File: config.mk
export PLATFORM = sky130hd
export DESIGN_NAME = fpro_bus_master
export DESIGN_NICKNAME = d
export VERILOG_FILES = /design/src/rtl/fpro_bus_master.sv
export SDC_FILE = /design/constraint.sdc
export NUM_CORES = 1
export LEC_CHECK = 0
export BUFFER_PORTS_ARGS = -buffer_cell sky130_fd_sc_hd__clkbuf_2
export CORE_MARGIN = 4
export CORE_UTILIZATION = 53
export CTS_BUF_LIST = sky130_fd_sc_hd__clkbuf_8
export DETAILED_ROUTE_END_ITERATION = 10
export PLACE_DENSITY = 0.83
export SLEW_MARGIN = 20
export SYNTH_ARGS = -nofsm -noshare
export SYNTH_HDL_FRONTEND = slang
export SYNTH_SLANG_ARGS = --single-unit
File: constraint.sdc
create_clock -name clk -period 2.45 [get_ports clk]
set_clock_uncertainty 0.05 [all_clocks]
set_input_delay 0.49 -clock clk [delete_from_list [all_inputs] [get_ports clk]]
set_output_delay 0.49 -clock clk [all_outputs]
set_load 0.005 [all_outputs]
File: src/rtl/fpro_bus_master.sv
// Initiator side of the FPRO MMIO bus: buffers read/write commands, issues single-cycle
// MMIO accesses and returns one in-order response per command.
// Optional: define FPRO_BM_UNUSED_SLOT_CHK_EN to flag reads that return all ones on rsp_err.
module fpro_bus_master #(
    parameter int unsigned CMD_DEPTH = 4,
    parameter int unsigned ADDR_W    = 21,
    parameter int unsigned DATA_W    = 32
) (
    input  logic              clk,
    input  logic              reset,
    // command port
    input  logic              cmd_valid,
    output logic              cmd_ready,
    input  logic              cmd_wr,
    input  logic [ADDR_W-1:0] cmd_addr,
    input  logic [DATA_W-1:0] cmd_wr_data,
    // response port
    output logic              rsp_valid,
    input  logic              rsp_ready,
    output logic              rsp_wr,
    output logic [DATA_W-1:0] rsp_rd_data,
    output logic              rsp_err,
    output logic              busy,
    // MMIO bus
    output logic              mmio_cs,
    output logic              mmio_wr,
    output logic              mmio_rd,
    output logic [ADDR_W-1:0] mmio_addr,
    output logic [DATA_W-1:0] mmio_wr_data,
    input  logic [DATA_W-1:0] mmio_rd_data
);

    localparam int unsigned PTR_W   = $clog2(CMD_DEPTH);
    localparam int unsigned CNT_W   = PTR_W + 1;
    localparam int unsigned ENTRY_W = 1 + ADDR_W + DATA_W;

    typedef enum logic [1:0] {
        StIdle,
        StIssue,
        StResp
    } state_e;

    state_e state_q, state_d;

    // ------------------------------------------------------------------
    // Command FIFO
    // ------------------------------------------------------------------
    logic [ENTRY_W-1:0] fifo_mem_q [CMD_DEPTH];
    logic [PTR_W-1:0]   wr_ptr_q;
    logic [PTR_W-1:0]   rd_ptr_q;
    logic [CNT_W-1:0]   count_q;
    logic               fifo_empty;
    logic               fifo_full;
    logic               push;
    logic               pop;
    logic               head_wr;
    logic [ADDR_W-1:0]  head_addr;
    logic [DATA_W-1:0]  head_wr_data;

    assign fifo_empty = (count_q == '0);
    assign fifo_full  = (count_q == CNT_W'(CMD_DEPTH));
    assign cmd_ready  = ~fifo_full;
    assign push       = cmd_valid & ~fifo_full;

    assign {head_wr, head_addr, head_wr_data} = fifo_mem_q[rd_ptr_q];

    // Storage needs no reset: entries are only read once the count says they are valid.
    always_ff @(posedge clk) begin
        if (push) begin
            fifo_mem_q[wr_ptr_q] <= {cmd_wr, cmd_addr, cmd_wr_data};
        end
    end

    always_ff @(posedge clk or negedge reset) begin
        if (!reset) begin
            wr_ptr_q <= '0;
            rd_ptr_q <= '0;
            count_q  <= '0;
        end else begin
            if (push) begin
                wr_ptr_q <= wr_ptr_q + PTR_W'(1);
            end
            if (pop) begin
                rd_ptr_q <= rd_ptr_q + PTR_W'(1);
            end
            if (push && !pop) begin
                count_q <= count_q + CNT_W'(1);
            end else if (!push && pop) begin
                count_q <= count_q - CNT_W'(1);
            end
        end
    end

    // ------------------------------------------------------------------
    // Access FSM
    // ------------------------------------------------------------------
    logic issue_done;
    logic rsp_done;

    always_ff @(posedge clk or negedge reset) begin
        if (!reset) begin
            state_q <= StIdle;
        end else begin
            state_q <= state_d;
        end
    end

    always_comb begin
        state_d = state_q;
        unique case (state_q)
            StIdle: begin
                if (!fifo_empty) begin
                    state_d = StIssue;
                end
            end
            StIssue: begin
                state_d = StResp;
            end
            StResp: begin
                if (rsp_ready) begin
                    state_d = fifo_empty ? StIdle : StIssue;
                end
            end
            default: begin
                state_d = StIdle;
            end
        endcase
    end

    // A pop out of RESP chains straight into the next access for back-to-back issue.
    always_comb begin
        pop        = 1'b0;
        issue_done = 1'b0;
        rsp_done   = 1'b0;
        unique case (state_q)
            StIdle: begin
                pop = ~fifo_empty;
            end
            StIssue: begin
                issue_done = 1'b1;
            end
            StResp: begin
                rsp_done = rsp_ready;
                pop      = rsp_ready & ~fifo_empty;
            end
            default: begin
                pop = 1'b0;
            end
        endcase
    end

    assign busy = ~fifo_empty | (state_q != StIdle);

    // ------------------------------------------------------------------
    // Registered bus outputs
    // ------------------------------------------------------------------
    logic              mmio_cs_q;
    logic              mmio_wr_q;
    logic              mmio_rd_q;
    logic [ADDR_W-1:0] mmio_addr_q;
    logic [DATA_W-1:0] mmio_wr_data_q;

    always_ff @(posedge clk or negedge reset) begin
        if (!reset) begin
            mmio_cs_q      <= 1'b0;
            mmio_wr_q      <= 1'b0;
            mmio_rd_q      <= 1'b0;
            mmio_addr_q    <= '0;
            mmio_wr_data_q <= '0;
        end else if (pop) begin
            mmio_cs_q      <= 1'b1;
            mmio_wr_q      <= head_wr;
            mmio_rd_q      <= ~head_wr;
            mmio_addr_q    <= head_addr;
            mmio_wr_data_q <= head_wr ? head_wr_data : '0;
        end else if (issue_done) begin
            mmio_cs_q      <= 1'b0;
            mmio_wr_q      <= 1'b0;
            mmio_rd_q      <= 1'b0;
            mmio_addr_q    <= '0;
            mmio_wr_data_q <= '0;
        end
    end

    assign mmio_cs      = mmio_cs_q;
    assign mmio_wr      = mmio_wr_q;
    assign mmio_rd      = mmio_rd_q;
    assign mmio_addr    = mmio_addr_q;
    assign mmio_wr_data = mmio_wr_data_q;

    // ------------------------------------------------------------------
    // Response register
    // ------------------------------------------------------------------
    logic              rsp_valid_q;
    logic              rsp_wr_q;
    logic [DATA_W-1:0] rsp_rd_data_q;

    always_ff @(posedge clk or negedge reset) begin
        if (!reset) begin
            rsp_valid_q   <= 1'b0;
            rsp_wr_q      <= 1'b0;
            rsp_rd_data_q <= '0;
        end else if (issue_done) begin
            rsp_valid_q   <= 1'b1;
            rsp_wr_q      <= mmio_wr_q;
            rsp_rd_data_q <= mmio_wr_q ? '0 : mmio_rd_data;
        end else if (rsp_done) begin
            rsp_valid_q   <= 1'b0;
            rsp_wr_q      <= 1'b0;
            rsp_rd_data_q <= '0;
        end
    end

    assign rsp_valid   = rsp_valid_q;
    assign rsp_wr      = rsp_wr_q;
    assign rsp_rd_data = rsp_rd_data_q;

`ifdef FPRO_BM_UNUSED_SLOT_CHK_EN
    // Unused MMIO slots read back as all ones.
    logic rsp_err_q;
    logic unused_slot_hit;

    assign unused_slot_hit = mmio_rd_q & (mmio_rd_data == {DATA_W{1'b1}});

    always_ff @(posedge clk or negedge reset) begin
        if (!reset) begin
            rsp_err_q <= 1'b0;
        end else if (issue_done) begin
            rsp_err_q <= unused_slot_hit;
        end else if (rsp_done) begin
            rsp_err_q <= 1'b0;
        end
    end

    assign rsp_err = rsp_err_q;
`else
    assign rsp_err = 1'b0;
`endif

endmodule

## Word-level counts from Yosys, hierarchy flattened

Memory sizes are Yosys's and may differ from the RTL's.
Cells that the tools add are included.

- Logic and storage cells: 65
- Register bits: 99
- Output and inout bits: 93
- Memories: 1
- Bits in latches: 0
- RAM bits: 216
- Bits of input ports: 90
- Memory bits (read-only): 0

Memory list:

| name | words | bits a word | rd ports | clocked after Yosys merged registers in | write ports | RTL line | source |
|---|---|---|---|---|---|---|---|
| fifo_mem_q | 4 | 54 | 1 | 0 | 1 | 48 | `logic [ENTRY_W-1:0] fifo_mem_q [CMD_DEPTH];` |

- Equality and inequality tests: 5
- Shift-type cells: 0
- Add/subtract/negate cells: 4
- Multiplexer cells: 26
- Multiply operators: 0
- Bitwise logic cells: 6
- Divide/modulo/power cells: 0
- Reductions and logical operators: 11
- Order comparisons: 0

Operators by type and width:

| kind | count |
|---|---|
| 2-to-1 mux 32 bit | 6 |
| 2-to-1 mux 21 bit | 2 |
| 2-to-1 mux 1 bit | 12 |
| nonzero test 2 bit | 4 |
| 2-to-1 mux 3 bit | 2 |
| one-hot mux 2 bit (3 select lines) | 1 |
| adder 2 x 1 -> 2 bit (second input constant) | 2 |
| 2-to-1 mux 2 bit | 2 |
| != test 2 bit (second input constant) | 2 |
| adder 3 x 1 -> 3 bit (second input constant) | 1 |
| equality test 3 bit (second input constant) | 1 |
| logical NOT 3 bit | 1 |
| NOT 1 bit | 3 |
| subtractor 3 x 1 -> 3 bit (second input constant) | 1 |
| bitwise AND 1 bit | 2 |
| equality test 2 x 1 -> 1 bit (second input constant) | 1 |
| equality test 2 bit (second input constant) | 1 |
| logical AND 1 bit | 2 |
| logical NOT 1 bit | 2 |
| logical NOT 2 bit | 1 |
| one-hot mux 1 bit (2 select lines) | 1 |
| AND reduction 2 bit | 1 |
| OR 1 bit | 1 |

## Depth between registers and ports, before layout

- Depth in word-level cells: 7
- Depth in mapped cells: 11
- Gate-level depth less buffers: 9

## Worst setup path before layout

OpenSTA, ideal clock, no wires.

- Path type: input to register
- Start: input port cmd_valid
- End: memory fifo_mem_q[2][0] (netlist bit), enable pin
- Path buffers: 0
- Stages: 2
- Data required time: 1.983 ns
- Path slack: -0.211 ns
- Data arrival time: 2.194 ns
- Library setup time: 0.417 ns
- Cell sequence: a21boi_1 > and2_1

- Word-level cells in the longest chain between the ends: 3

Ends and longest elaborated chain:

| item | RTL line | source |
|---|---|---|
| start, declared | 12 | `input logic cmd_valid,` |
| bitwise AND 1 bit | 63 | `assign push = cmd_valid & ~fifo_full;` |
| 2-to-1 mux 1 bit | 69 | `if (push) begin` |
| 2-to-1 mux 1 bit (not written as such) | 70 | `fifo_mem_q[wr_ptr_q] <= {cmd_wr, cmd_addr, cmd_wr_data};` |
| end, declared | 48 |  |

No other way between the ends.

## Worst setup path in the final report

- Start: register count_q[2]
- End: output port busy

- Word-level cells in the longest chain between the ends: 3

Ends and longest elaborated chain:

| item | RTL line | source |
|---|---|---|
| start, declared | 51 | `logic [CNT_W-1:0] count_q;` |
| start signal, assigned | 87 | `count_q <= count_q + CNT_W'(1);` |
| start signal, assigned | 89 | `count_q <= count_q - CNT_W'(1);` |
| logical NOT 3 bit | 60 | `assign fifo_empty = (count_q == '0);` |
| NOT 1 bit | 152 | `assign busy = ~fifo_empty \| (state_q != StIdle);` |
| OR 1 bit | 152 |  |
| end, declared | 23 | `output logic busy,` |

No other way between the ends.

==> impl_results.md <==
- Outcome: complete, no violations
- Total number of vias: 6,014
- Post-Route WL: 23.3 mm
- Post-synth top area cell: edfxtp_1
- Die H: 155 um
- Fin crit period: 2390 ps
- Main area contributors after synthesis: edfxtp_1 (56%), dfrtp_1 (22%), mux4_2 (11%)
- TritonCTS clock tree: yes
- CTS buffer count: 49
- Antenna diode count: 0
- Final setup margin: 59.3 ps
- Number of placement rows: 53
- CP max stage delay: 430 ps
- ANT nets after route: 0
- Chip width: 155 um
- Final Max Slew Viols: 0
- Placement Setup Slack: 207 ps
- Grt ovf: 0
- Least-Margin Pin Slew: 591 ps
- R2r startpoint: count_q[2]$_DFFE_PN0P_
- Via density: 5.59
- Root Buffer: clkbuf_8
- Hold Path Sink: fifo_mem_q[3][23]$_DFFE_PP_
- Detailed Route Iter0 Violations: 381
- Crit share post-route: 97.6%
- FF+latch count, synth: 315
- R2R Setup Slk: 210 ps
- Register-to-Register Path Depth: 9
- Req. time, crit path: 1910 ps
- Number of synthesized flops with an enable pin: 216
- R2R Path End: count_q[2]$_DFFE_PN0P_
- P&R area growth vs syn: 19.9%
- Hpwl dp: 14.8 mm
- Count of final hold-check violations: 0
- Layout cells sized above 1: 41.6%
- Slowest cell on the critical path: or3_4
- Critical path startpoint category: register
- Vias in the first global route: 6,576
- Top cell type's share of synthesized area: 56.4%
- Residual DRC: 0
- Delay-heaviest family, CP: simple AND/OR/NAND/NOR gates
- Starting Density: 54.3%
- Final Setup Violations: 0
- Largest net degree at the start of global routing: 69
- Commonest non-fill, non-tap cell in the layout: edfxtp_1
- GPL Wtd Cong: 0.924
- Clk slew on worst S/H paths: 60 ps
- Top FF cell, synth: edfxtp_1
- CTS H-tree depth: 2
- CP cell instances: or3_4, or3_4, clkbuf_2
- Max-Cap Viols: 0
- Drt pass-1 iters: 5
- Nets: 856
- Mapped cell area: 11,500 um2
- Critical-path maximum fanout: 5
- Storage cell area: 8970 um2
- Area of the multi-input gates: 2350 um2
- Clock Tree Buf Depth: 3
- Buffers and inverters on the worst path: 1
- Commonest non-fill, non-tap cells in the layout: edfxtp_1 (216), clkbuf_2 (180), dfrtp_1 (96)
- WP data arrival: 1850 ps
- Power Total: 0.0168 W
- Max_slew headroom: 60.6%
- Core area: 21,200 um2
- Clock Latency Late Sink: 530 ps
- HP Class: in2reg
- Maximum clock frequency: 0.418 GHz
- Avg Inst Size Synth: 21.4 um2
- Critical Path End Type: primary output
- Total GRT Usage: 19.7%
- YS warnings: 0
- IO Pins: 183
- Cell mode on critical path: or3_4
- Hold Path Depth: 1
- Yosys cell types: 34
- Syn Nets: 632
- Asr flop ratio synth: 31.4%
- Crit path launch: count_q[2]$_DFFE_PN0P_
- Hold_sp: cmd_wr_data[23]
- I/O Buffers: 181
- Wirelength per Cell: 21.7 um
- Number of fillers in the final layout: 1,426
- Initial antenna violation count: 0
- Mapped Cells: 536
- Maximum VDD drop: 0.623 mV
- Power Dens Cells: 1220 nW/um2
- Crit path kind: reg2out
- Full die area: 24,100 um2
- Part of the Yosys area used for sequential elements: 78.0%
- First-pass GRT wire length: 36.6 mm
- CTS sink count: 315
- Leakage: 5.61 nW
-- metal layers --
layer	track usage (%)	vias up	routed length, um
met2	33.2	252	11800
met4	5.67	0	392
met1	26.0	3077	9290
met3	4.56	36	1810
li1	-	2649	-
met5	0	-	0
-- layout make-up --
| cell class | count | share of cell area (%) |
|---|---|---|
| Tap cell | 275 | 2.50 |
| Inverter | 5 | 0.136 |
| Sequential cell | 315 | 65.1 |
| Multi-Input combinational cell | 184 | 17.0 |
| Clock inverter | 36 | 1.25 |
| Timing Repair Buffer | 205 | 8.46 |
| Clock buffer | 55 | 5.49 |
-- worst max-delay path by stage --
| stage | end | slack, ps | cells after the start |
|---|---|---|---|
| detailed placement | count_q[2]$_DFFE_PN0P_ | 210 | 9 |
| global placement | count_q[2]$_DFFE_PN0P_ | 250 | 9 |
| CTS | busy | 6 | 3 |
| global route | busy | -20 | 3 |
| floorplan | count_q[2]$_DFFE_PN0P_ | 40 | 11 |
| finish | busy | 60 | 3 |
-- sequential cells by signal, summed over array words and instances, names as in the netlist --
signal / count
rsp_valid: 1
mmio_wr_data: 32
mmio_wr: 1
fifo_mem_q: 216
state_q: 2
rsp_rd_data: 32
mmio_rd: 1
wr_ptr_q: 2
mmio_cs: 1
rsp_wr: 1
mmio_addr: 21
rd_ptr_q: 2
count_q: 3
-- Yosys cell counts (4+ instances only) --
library cell and number:
a22o_1 85, and2_1 4, buf_2 15, buf_6 4, clkbuf_1 9, dfrtp_1 99
edfxtp_1 216, ha_1 5, inv_1 5, mux4_2 54
-- power by group --
| part | switching [W] | leakage [nW] | internal (W) |
|---|---|---|---|
| clock | 0.00187 | 0.578 | 0.00216 |
| sequential | 0.000600 | 3.25 | 0.00715 |
| combinational | 0.00260 | 1.78 | 0.00245 |
-- cell families after synthesis --
group / count (synthesis) / share of synthesized area, %
DFF: 315 / 78.0
AOI/OAI and AO/OA: 94 / 7.15
muxes: 57 / 10.9
buffers and inverters: 37 / 1.73
and+or+nand+nor: 20 / 1.07
adders and majority gates: 6 / 0.718
xor gates and xnor gates: 6 / 0.457
other: 1 / 0.0326
-- timing repair --
action | in CTS | in global routing
hold endpoints to repair | 31 | 0
gates resized for setup | 1 | 1
hold buffers | 1 | 0
pin swaps | 0 | 1
setup buffers | 0 | 1
setup endpoints to repair | 1 | 1
-- per-stage QoR --
stage,instance area [um2],hold slack [ps],util (%),instances,TNS [ps]
floorplan,11500,144,-,536,0
global placement,12800,420,60.6,982,0
detailed placement,12800,424,60.6,982,0
CTS,13800,79.2,65.1,1074,0
global route,13800,78.4,65.1,1075,-15.8
finish,13800,115,65.1,1075,0
Note: power is estimated with default switching activity, not from simulation.
